### src/rtl/key_loader.sv
// Serial key loader: receives a key MSB-first plus an XOR checksum and drives the key bus atomically.
// Optional lockout after repeated checksum failures is built when KEY_LOADER_LOCKOUT_EN is defined.
module key_loader #(
  parameter int KEY_W    = 32,
  parameter int MAX_FAIL = 3,
  parameter int CNT_W    = 6
) (
  input  logic             clk,
  input  logic             rst,
  input  logic             start,
  input  logic             sdi,
  input  logic             sdi_valid,
  output logic             sdi_ready,
  output logic [KEY_W-1:0] keyinput,
  output logic             key_ok,
  output logic             busy,
  output logic             err,
  output logic             locked,
  output logic [1:0]       fail_cnt
);

  if (KEY_W < 8 || (KEY_W % 8) != 0 || MAX_FAIL < 1 || (2 ** CNT_W) <= (KEY_W + 8)) begin : gBadParams
    $error("key_loader: invalid parameter combination");
  end

  typedef enum logic [2:0] {
    IDLE,
    SHIFT,
    SUM,
`ifdef KEY_LOADER_LOCKOUT_EN
    LOCK,
`endif
    CHECK
  } state_t;

  state_t           state_q;
  logic [CNT_W-1:0] cnt_q;
  logic [KEY_W-1:0] shreg_q;
  logic [7:0]       sum_q;
  logic [KEY_W-1:0] keyinput_q;
  logic             key_ok_q;
  logic             busy_q;
  logic             err_q;
  logic             ready_q;
  logic [1:0]       fail_cnt_q;
  logic [7:0]       calc_d;
  logic [1:0]       fail_cnt_d;
  logic             accept;

  assign accept = sdi_valid && ready_q;

  always_comb begin
    calc_d = '0;
    for (int i = 0; i < KEY_W / 8; i++) begin
      calc_d = calc_d ^ shreg_q[i*8 +: 8];
    end
  end

  assign fail_cnt_d = (fail_cnt_q == 2'd3) ? 2'd3 : fail_cnt_q + 2'd1;

`ifdef KEY_LOADER_LOCKOUT_EN
  logic locked_q;
  assign locked = locked_q;
`else
  assign locked = 1'b0;
`endif

  // One counter spans key and checksum bits, so it stays below 2**CNT_W for the whole load.
  always_ff @(posedge clk or posedge rst) begin
    if (rst) begin
      state_q    <= IDLE;
      cnt_q      <= '0;
      shreg_q    <= '0;
      sum_q      <= '0;
      keyinput_q <= '0;
      key_ok_q   <= 1'b0;
      busy_q     <= 1'b0;
      err_q      <= 1'b0;
      ready_q    <= 1'b0;
      fail_cnt_q <= '0;
`ifdef KEY_LOADER_LOCKOUT_EN
      locked_q   <= 1'b0;
`endif
    end else begin
      case (state_q)
        IDLE: begin
          if (start) begin
            state_q <= SHIFT;
            busy_q  <= 1'b1;
            ready_q <= 1'b1;
            err_q   <= 1'b0;
            cnt_q   <= '0;
            shreg_q <= '0;
            sum_q   <= '0;
          end
        end
        SHIFT: begin
          if (accept) begin
            shreg_q <= {shreg_q[KEY_W-2:0], sdi};
            cnt_q   <= cnt_q + 1'b1;
            if (cnt_q == CNT_W'(KEY_W - 1)) begin
              state_q <= SUM;
            end
          end
        end
        SUM: begin
          if (accept) begin
            sum_q <= {sum_q[6:0], sdi};
            cnt_q <= cnt_q + 1'b1;
            if (cnt_q == CNT_W'(KEY_W + 7)) begin
              state_q <= CHECK;
              ready_q <= 1'b0;
            end
          end
        end
        CHECK: begin
          busy_q  <= 1'b0;
          state_q <= IDLE;
          if (calc_d == sum_q) begin
            keyinput_q <= shreg_q;
            key_ok_q   <= 1'b1;
            fail_cnt_q <= '0;
            err_q      <= 1'b0;
          end else begin
            keyinput_q <= '0;
            key_ok_q   <= 1'b0;
            err_q      <= 1'b1;
            fail_cnt_q <= fail_cnt_d;
`ifdef KEY_LOADER_LOCKOUT_EN
            if (32'(fail_cnt_d) >= MAX_FAIL) begin
              state_q  <= LOCK;
              locked_q <= 1'b1;
            end
`endif
          end
        end
`ifdef KEY_LOADER_LOCKOUT_EN
        LOCK: begin
          keyinput_q <= '0;
          key_ok_q   <= 1'b0;
          locked_q   <= 1'b1;
        end
`endif
        default: begin
          state_q <= IDLE;
          ready_q <= 1'b0;
          busy_q  <= 1'b0;
        end
      endcase
    end
  end

  assign sdi_ready = ready_q;
  assign keyinput  = keyinput_q;
  assign key_ok    = key_ok_q;
  assign busy      = busy_q;
  assign err       = err_q;
  assign fail_cnt  = fail_cnt_q;

endmodule

### config.mk
export PLATFORM = sky130hd
export DESIGN_NAME = key_loader
export DESIGN_NICKNAME = d
export VERILOG_FILES = /design/src/rtl/key_loader.sv
export SDC_FILE = /design/constraint.sdc
export NUM_CORES = 1
export LEC_CHECK = 0
export ABC_CLOCK_PERIOD_IN_PS = 2900
export BUFFER_PORTS_ARGS = -buffer_cell sky130_fd_sc_hd__buf_2
export CORE_MARGIN = 2
export CORE_UTILIZATION = 47
export DETAILED_ROUTE_END_ITERATION = 10
export MAX_ROUTING_LAYER = met4
export PLACE_DENSITY = 0.77
export SYNTH_ARGS = -nofsm -noshare
export SYNTH_HDL_FRONTEND = slang
export SYNTH_SLANG_ARGS = --single-unit
export TNS_END_PERCENT = 20
### constraint.sdc
create_clock -name clk -period 2.9 [get_ports clk]
set_clock_uncertainty 0.1 [all_clocks]
set_input_delay 0.145 -clock clk [delete_from_list [all_inputs] [get_ports clk]]
set_output_delay 0.145 -clock clk [all_outputs]
set_load 0.02 [all_outputs]
; ---- Yosys cells after proc, flatten, opt, wreduce, memory -nomap -nowiden
; Index checks and enable logic that the tools add are counted.
[op_classes]
addsub = 2
n_eq_ne = 13
mux = 27
bitwise_logic = 5
reduce_logical = 15
[op_table]
columns = cell, n
row1 = $mux W32, 3
row2 = $pmux W32 S2, 1
row3 = $xor A8 B8 Y8, 3
row4 = $mux W8, 2
row5 = $pmux W8 S2, 1
row6 = $mux W3, 5
row7 = $mux W6, 2
row8 = $pmux W6 S2, 1
row9 = $ne A2 B2 Y1 const B, 5
row10 = $pmux W3 S3, 1
row11 = $reduce_and A3 Y1, 3
row12 = $eq A8 B8 Y1, 1
row13 = $reduce_bool A2 Y1, 4
row14 = $add A6 B1 Y6 const B, 1
row15 = $eq A3 B2 Y1 const B, 2
row16 = $eq A6 B5 Y1 const B, 1
row17 = $eq A6 B6 Y1 const B, 1
row18 = $mux W1, 6
row19 = $reduce_and A5 Y1, 1
row20 = $mux W2, 2
row21 = $pmux W1 S2, 2
row22 = $reduce_and A2 Y1, 2
row23 = $reduce_and A4 Y1, 1
row24 = $reduce_or A2 Y1, 2
row25 = other kinds (8), 9
[word_totals]
register_bits = 87
in_bits = 5
output_inout_bits = 39
word_cells = 72

; ---- Logic depth before layout (Yosys ltp)
[logic_depth]
word_depth = 6
depth_mapped = 9
mapped_depth_nobuf = 7

; ---- Worst setup path before layout
; No wires, ideal clock.
[synth_path]
kind = flip-flop to flip-flop
startpoint = register state_q[0]
endpoint = register cnt_q[5]
setup_time_ns = 0.077
t_arrival_ns = 1.804
required_time_ns = 2.723
setup_slack_ns = 0.919
stages_incl_launch_ff = 8
n_path_buf = 0
synth_period_minus_slack_ns = 1.981
path_cell_list = dfrtp_1 -> inv_1 -> ha_1 -> nor2_1 -> a211oi_2 -> nand3_1 -> or3_1 -> a21oi_1
[synth_via]
elab_chain_len = 4
word_cells_on_any_way = 9
cone_classes = eq/ne: 4 / mux: 1 / reduce/logical: 4
[synth_lines]
columns = element, line_no
row1 = from (decl), 36  ; state_t state_q;
row2 = from (signal assigned), 71  ; state_q <= IDLE;
row3 = from (signal assigned), 88  ; state_q <= SHIFT;
row4 = from (signal assigned), 102  ; state_q <= SUM;
row5 = $eq A3 B2 Y1 or $eq A3 B1 Y1 (tied branches), 85  ; case (state_q)
row6 = $reduce_or A2 Y1 (no source line), -
row7 = $ne A2 B1 Y1 (no source line) or $reduce_bool A2 Y1 (tied branches), -
row8 = $reduce_and A3 Y1 (no source line), -
row9 = to (signal assigned), 100  ; cnt_q <= cnt_q + 1'b1;
row10 = to (signal assigned), 109  ; cnt_q <= cnt_q + 1'b1;
row11 = to (decl), 37  ; logic [CNT_W-1:0] cnt_q;
; Parallel ways exist; a longest one is shown, timed or not.
; A chain may end at the register's enable or synchronous reset.

; ---- Worst setup path in the final report
[layout_path]
startpoint = register shreg_q[11]
endpoint = register keyinput_q[4] (netlist: keyinput[4])
[layout_via]
elab_chain_len = 5
[layout_lines]
columns = element, line_no
row1 = from (decl), 38  ; logic [KEY_W-1:0] shreg_q;
row2 = from (signal assigned), 99  ; shreg_q <= {shreg_q[KEY_W-2:0], sdi};
row3 = $xor A8 B8 Y8 (3 in a row), 55  ; calc_d = calc_d ^ shreg_q[i*8 +: 8];
row4 = $eq A8 B8 Y1, 119  ; if (calc_d == sum_q) begin
row5 = $mux W32, 119
row6 = to (signal assigned), 120  ; keyinput_q <= shreg_q;
row7 = to (decl), 40  ; logic [KEY_W-1:0] keyinput_q;
; Every way passes these cells.

==> results.rst <==
.. list-table::
   :header-rows: 1

   * - Metric
     - Value
   * - Status
     - complete, no violations
   * - Layout Nets
     - 423
   * - Total Neg Setup Slack
     - 0 ns
   * - Area of the core
     - 0.00818 sq mm
   * - Number of CTS-inserted buffers
     - 9
   * - Fraction of post-synthesis cell area in the top cell type by area
     - 54.5%
   * - Fraction of final layout cells sized beyond drive strength 1
     - 19.7%
   * - Number of antenna-violating nets in the routed design
     - 0
   * - Number of clock sinks
     - 86
   * - DIE AREA
     - 0.00915 sq mm
   * - Detailed-route via count
     - 2,812
   * - Reg area
     - 0.00215 sq mm
   * - Average wire per standard cell
     - 15.4 microns
   * - Critical Path Source Type
     - flop
   * - Main area contributors after synthesis
     - sky130_fd_sc_hd__dfrtp_1 (54%), sky130_fd_sc_hd__nand2_1 (9.6%), sky130_fd_sc_hd__o2bb2ai_1 (6.0%)
   * - Clock tree from TritonCTS
     - built
   * - RePlAce Congestion
     - 0.795
   * - Cell row count
     - 33
   * - Post-detail-place hpwl
     - 5440 microns
   * - Number of cells produced by synthesis
     - 372
   * - Synthesized netlist net count
     - 383
   * - GRT Resource Usage Total
     - 20.3%
   * - Worst hold endpoint
     - busy
   * - Path category of the worst min-delay check
     - in2reg
   * - Register-to-Register Setup Slack
     - 0.51 ns
   * - Distinct cell type count after synthesis
     - 38
   * - Level count of the clock H-tree
     - 3
   * - Post-synthesis cell area
     - 0.00395 sq mm
   * - Sequential fraction of the synthesis area
     - 54.5%
   * - Top Ports
     - 44
   * - Longest Clk Path Bufs
     - 2
   * - Launch instance of the worst register-to-register path
     - shreg_q[11]
   * - Cell Count, Final, Fillers Out
     - 522
   * - Detailed-route vias per instance
     - 5.39
   * - Number of synthesized register bits
     - 86
   * - Largest area contributor in the synthesized netlist
     - sky130_fd_sc_hd__dfrtp_1
   * - Portion of the clock cycle consumed by the worst path in the final layout
     - 82.4%
   * - Initial antenna violation count
     - 0
   * - Most instantiated cells after synthesis
     - sky130_fd_sc_hd__nand2_1 (101), sky130_fd_sc_hd__dfrtp_1 (86), sky130_fd_sc_hd__o21ai_0 (39)
   * - Final number of setup-violating endpoints
     - 0
   * - Hold Vio Cnt, Final
     - 0
   * - Max Freq
     - 0.419 GHz
   * - Die H
     - 95.7 microns
   * - Worst VDD drop
     - 0.353 mV
   * - Leakage power summed over all cells
     - 2.06 nW
   * - Worst hold start
     - start
   * - Library cell with the highest instance count after synthesis
     - sky130_fd_sc_hd__nand2_1
   * - Total power density per cell area
     - 859 mW/mm^2
   * - Die Width
     - 95.7 microns
   * - Cell count after placement
     - 504
   * - Final-layout fill cell count
     - 726
   * - Post-CTS Setup Inserts
     - 0
   * - Final hold slack
     - 0.0958 ns
   * - Number of synthesized flops with an enable pin
     - 0
   * - Average cell area after synthesis
     - 10.6 sq um
   * - Pin count of the biggest net entering global routing
     - 65
   * - Antenna diode instance count
     - 0
   * - Post-layout min period
     - 2.39 ns
   * - Category of the critical setup timing path
     - reg2reg
   * - Finished Cell Area
     - 0.00446 sq mm
   * - Required time of the critical path
     - 3.07 ns
   * - Global-route wire length before repair
     - 13,700 microns
   * - Warnings, synthesis
     - 0
   * - Most used flip-flop cell after synthesis
     - sky130_fd_sc_hd__dfrtp_1
   * - Sum of overflow across all layers after global routing
     - 0
   * - Max-slew violation count
     - 0
   * - Worst R2R End
     - keyinput[4]
   * - Initial DRC Count
     - 121
   * - Total of hold buffers inserted after clock tree synthesis
     - 2
   * - Maximum net fanout on the critical path
     - 19
   * - Post-detailed-placement cell area
     - 0.00424 sq mm
   * - RSZ-0062 raised after global routing
     - no
   * - Resized cells post-CTS
     - 0
   * - Async set-or-reset flop fraction in the synthesized netlist
     - 100%
   * - Post-CTS clock slew at the launch and capture registers of the worst setup and hold paths
     - 0.09 ns
   * - Footprint of the multi-input gates
     - 0.00165 sq mm
   * - Remaining routing DRC violations
     - 0
   * - Worst slew pin tran
     - 0.850 ns
   * - Number of iterations in the first detailed-routing pass
     - 7
   * - P&R area growth vs syn
     - 12.9%
   * - Max-cap violations
     - 0
   * - Via count of the first global-routing pass
     - 2,746
   * - Headroom to the max-slew limit
     - 43.3%
   * - Type of element capturing the critical path
     - flop
   * - Total length of routed wires
     - 8060 microns
   * - Worst Hold Depth
     - 4
   * - Data arrival time of the worst path
     - 2.56 ns
   * - Starting density of the core
     - 48.3%
   * - Clock root cell
     - sky130_fd_sc_hd__clkbuf_8
   * - Clk_lat worst skew
     - 0.36 ns
   * - Input/output buffers
     - 42
   * - Number of cells on the worst reg-to-reg path
     - 6
-- cells by family after synthesis --
family / share of synthesized area, %
AO/OA/AOI/OAI: 16.6
XOR/XNOR: 9.06
adder cells (fa/ha/maj): 1.90
buffers and inverters: 3.74
flip-flops: 54.5
multiplexers: 0.570
other: 0.0949
AND/OR/NAND/NOR: 13.5
-- flip-flops by register name, indices dropped and copies added, names as in the netlist --
name,cells
busy,1
cnt_q,6
err,1
fail_cnt,2
key_ok,1
keyinput,32
sdi_ready,1
shreg_q,32
state_q,2
sum_q,8
-- metal layers --
layer  part of all wire, %  up-vias  GRT usage (%)  wire (microns)
met2                    47       78           30.2            3830
met4                   1.8        0           7.02             142
li1                      -     1353              -               -
met5                     0        -              -               0
met3                   3.8       17           3.79             308
met1                    47     1364           28.2            3780
-- per-stage QoR --
stage	util, %	setup WS, ns	power [mW]
6_report	54.6	0.511	3.83
3_3_place_gp	51.9	0.631	2.94
3_5_place_dp	51.9	0.556	3.00
4_1_cts	54.6	0.533	3.86
5_1_grt	54.6	0.355	4.09
2_1_floorplan	-	0.433	2.75
-- cells in the final DEF (no fill, tap or decap), types with 3 or more instances in the layout --
cell type and instances:
sky130_fd_sc_hd__nand2_1 101, sky130_fd_sc_hd__dfrtp_1 86, sky130_fd_sc_hd__buf_2 42, sky130_fd_sc_hd__o21ai_0 39, sky130_fd_sc_hd__o2bb2ai_1 27, sky130_fd_sc_hd__xor2_1 11
sky130_fd_sc_hd__clkbuf_8 11, sky130_fd_sc_hd__xnor2_1 8, sky130_fd_sc_hd__nor2_1 8, sky130_fd_sc_hd__a22o_1 8, sky130_fd_sc_hd__buf_4 8, sky130_fd_sc_hd__inv_1 7
sky130_fd_sc_hd__nand3_1 7, sky130_fd_sc_hd__ha_1 6, sky130_fd_sc_hd__o2bb2ai_2 5, sky130_fd_sc_hd__a21oi_1 4, sky130_fd_sc_hd__xnor3_2 3, sky130_fd_sc_hd__xnor3_1 3
-- worst max-delay path by stage --
stage                startpoint           end  slack, ns  cells past startpoint
global route        shreg_q[11]   keyinput[6]       0.36                      6
floorplan                   rst          busy       0.43                      1
detailed placement  shreg_q[11]   keyinput[6]       0.56                      6
CTS                 shreg_q[11]   keyinput[4]       0.53                      6
finish              shreg_q[11]   keyinput[4]       0.51                      6
global placement    shreg_q[11]  keyinput[18]       0.63                      6
-- where the power goes --
part	internal [mW]	switching (mW)
registers	1.32	0.125
logic	0.415	1.11
clock network	0.445	0.406
total	2.18	1.65
-- worst max-delay path: stages, from the launching register on --
cell	delay (ns)
sky130_fd_sc_hd__dfrtp_1	0.44
sky130_fd_sc_hd__xnor3_4	0.52
sky130_fd_sc_hd__xnor2_1	0.15
sky130_fd_sc_hd__nor4_2	0.31
sky130_fd_sc_hd__nand2_2	0.31
sky130_fd_sc_hd__buf_4	0.31
sky130_fd_sc_hd__o2bb2ai_1	0.17
-- layout make-up --
class                   instances  share of cell area [%]
flip-flops and latches         86                    48.2
multi-input cells             254                    37.0
repair buffers                 52                    6.51
clock buffers                  13                    3.56
well taps                     105                    2.95
clock inverters                 3                   0.954
inverters                       9                   0.785
(Power assumes the default switching activity.)
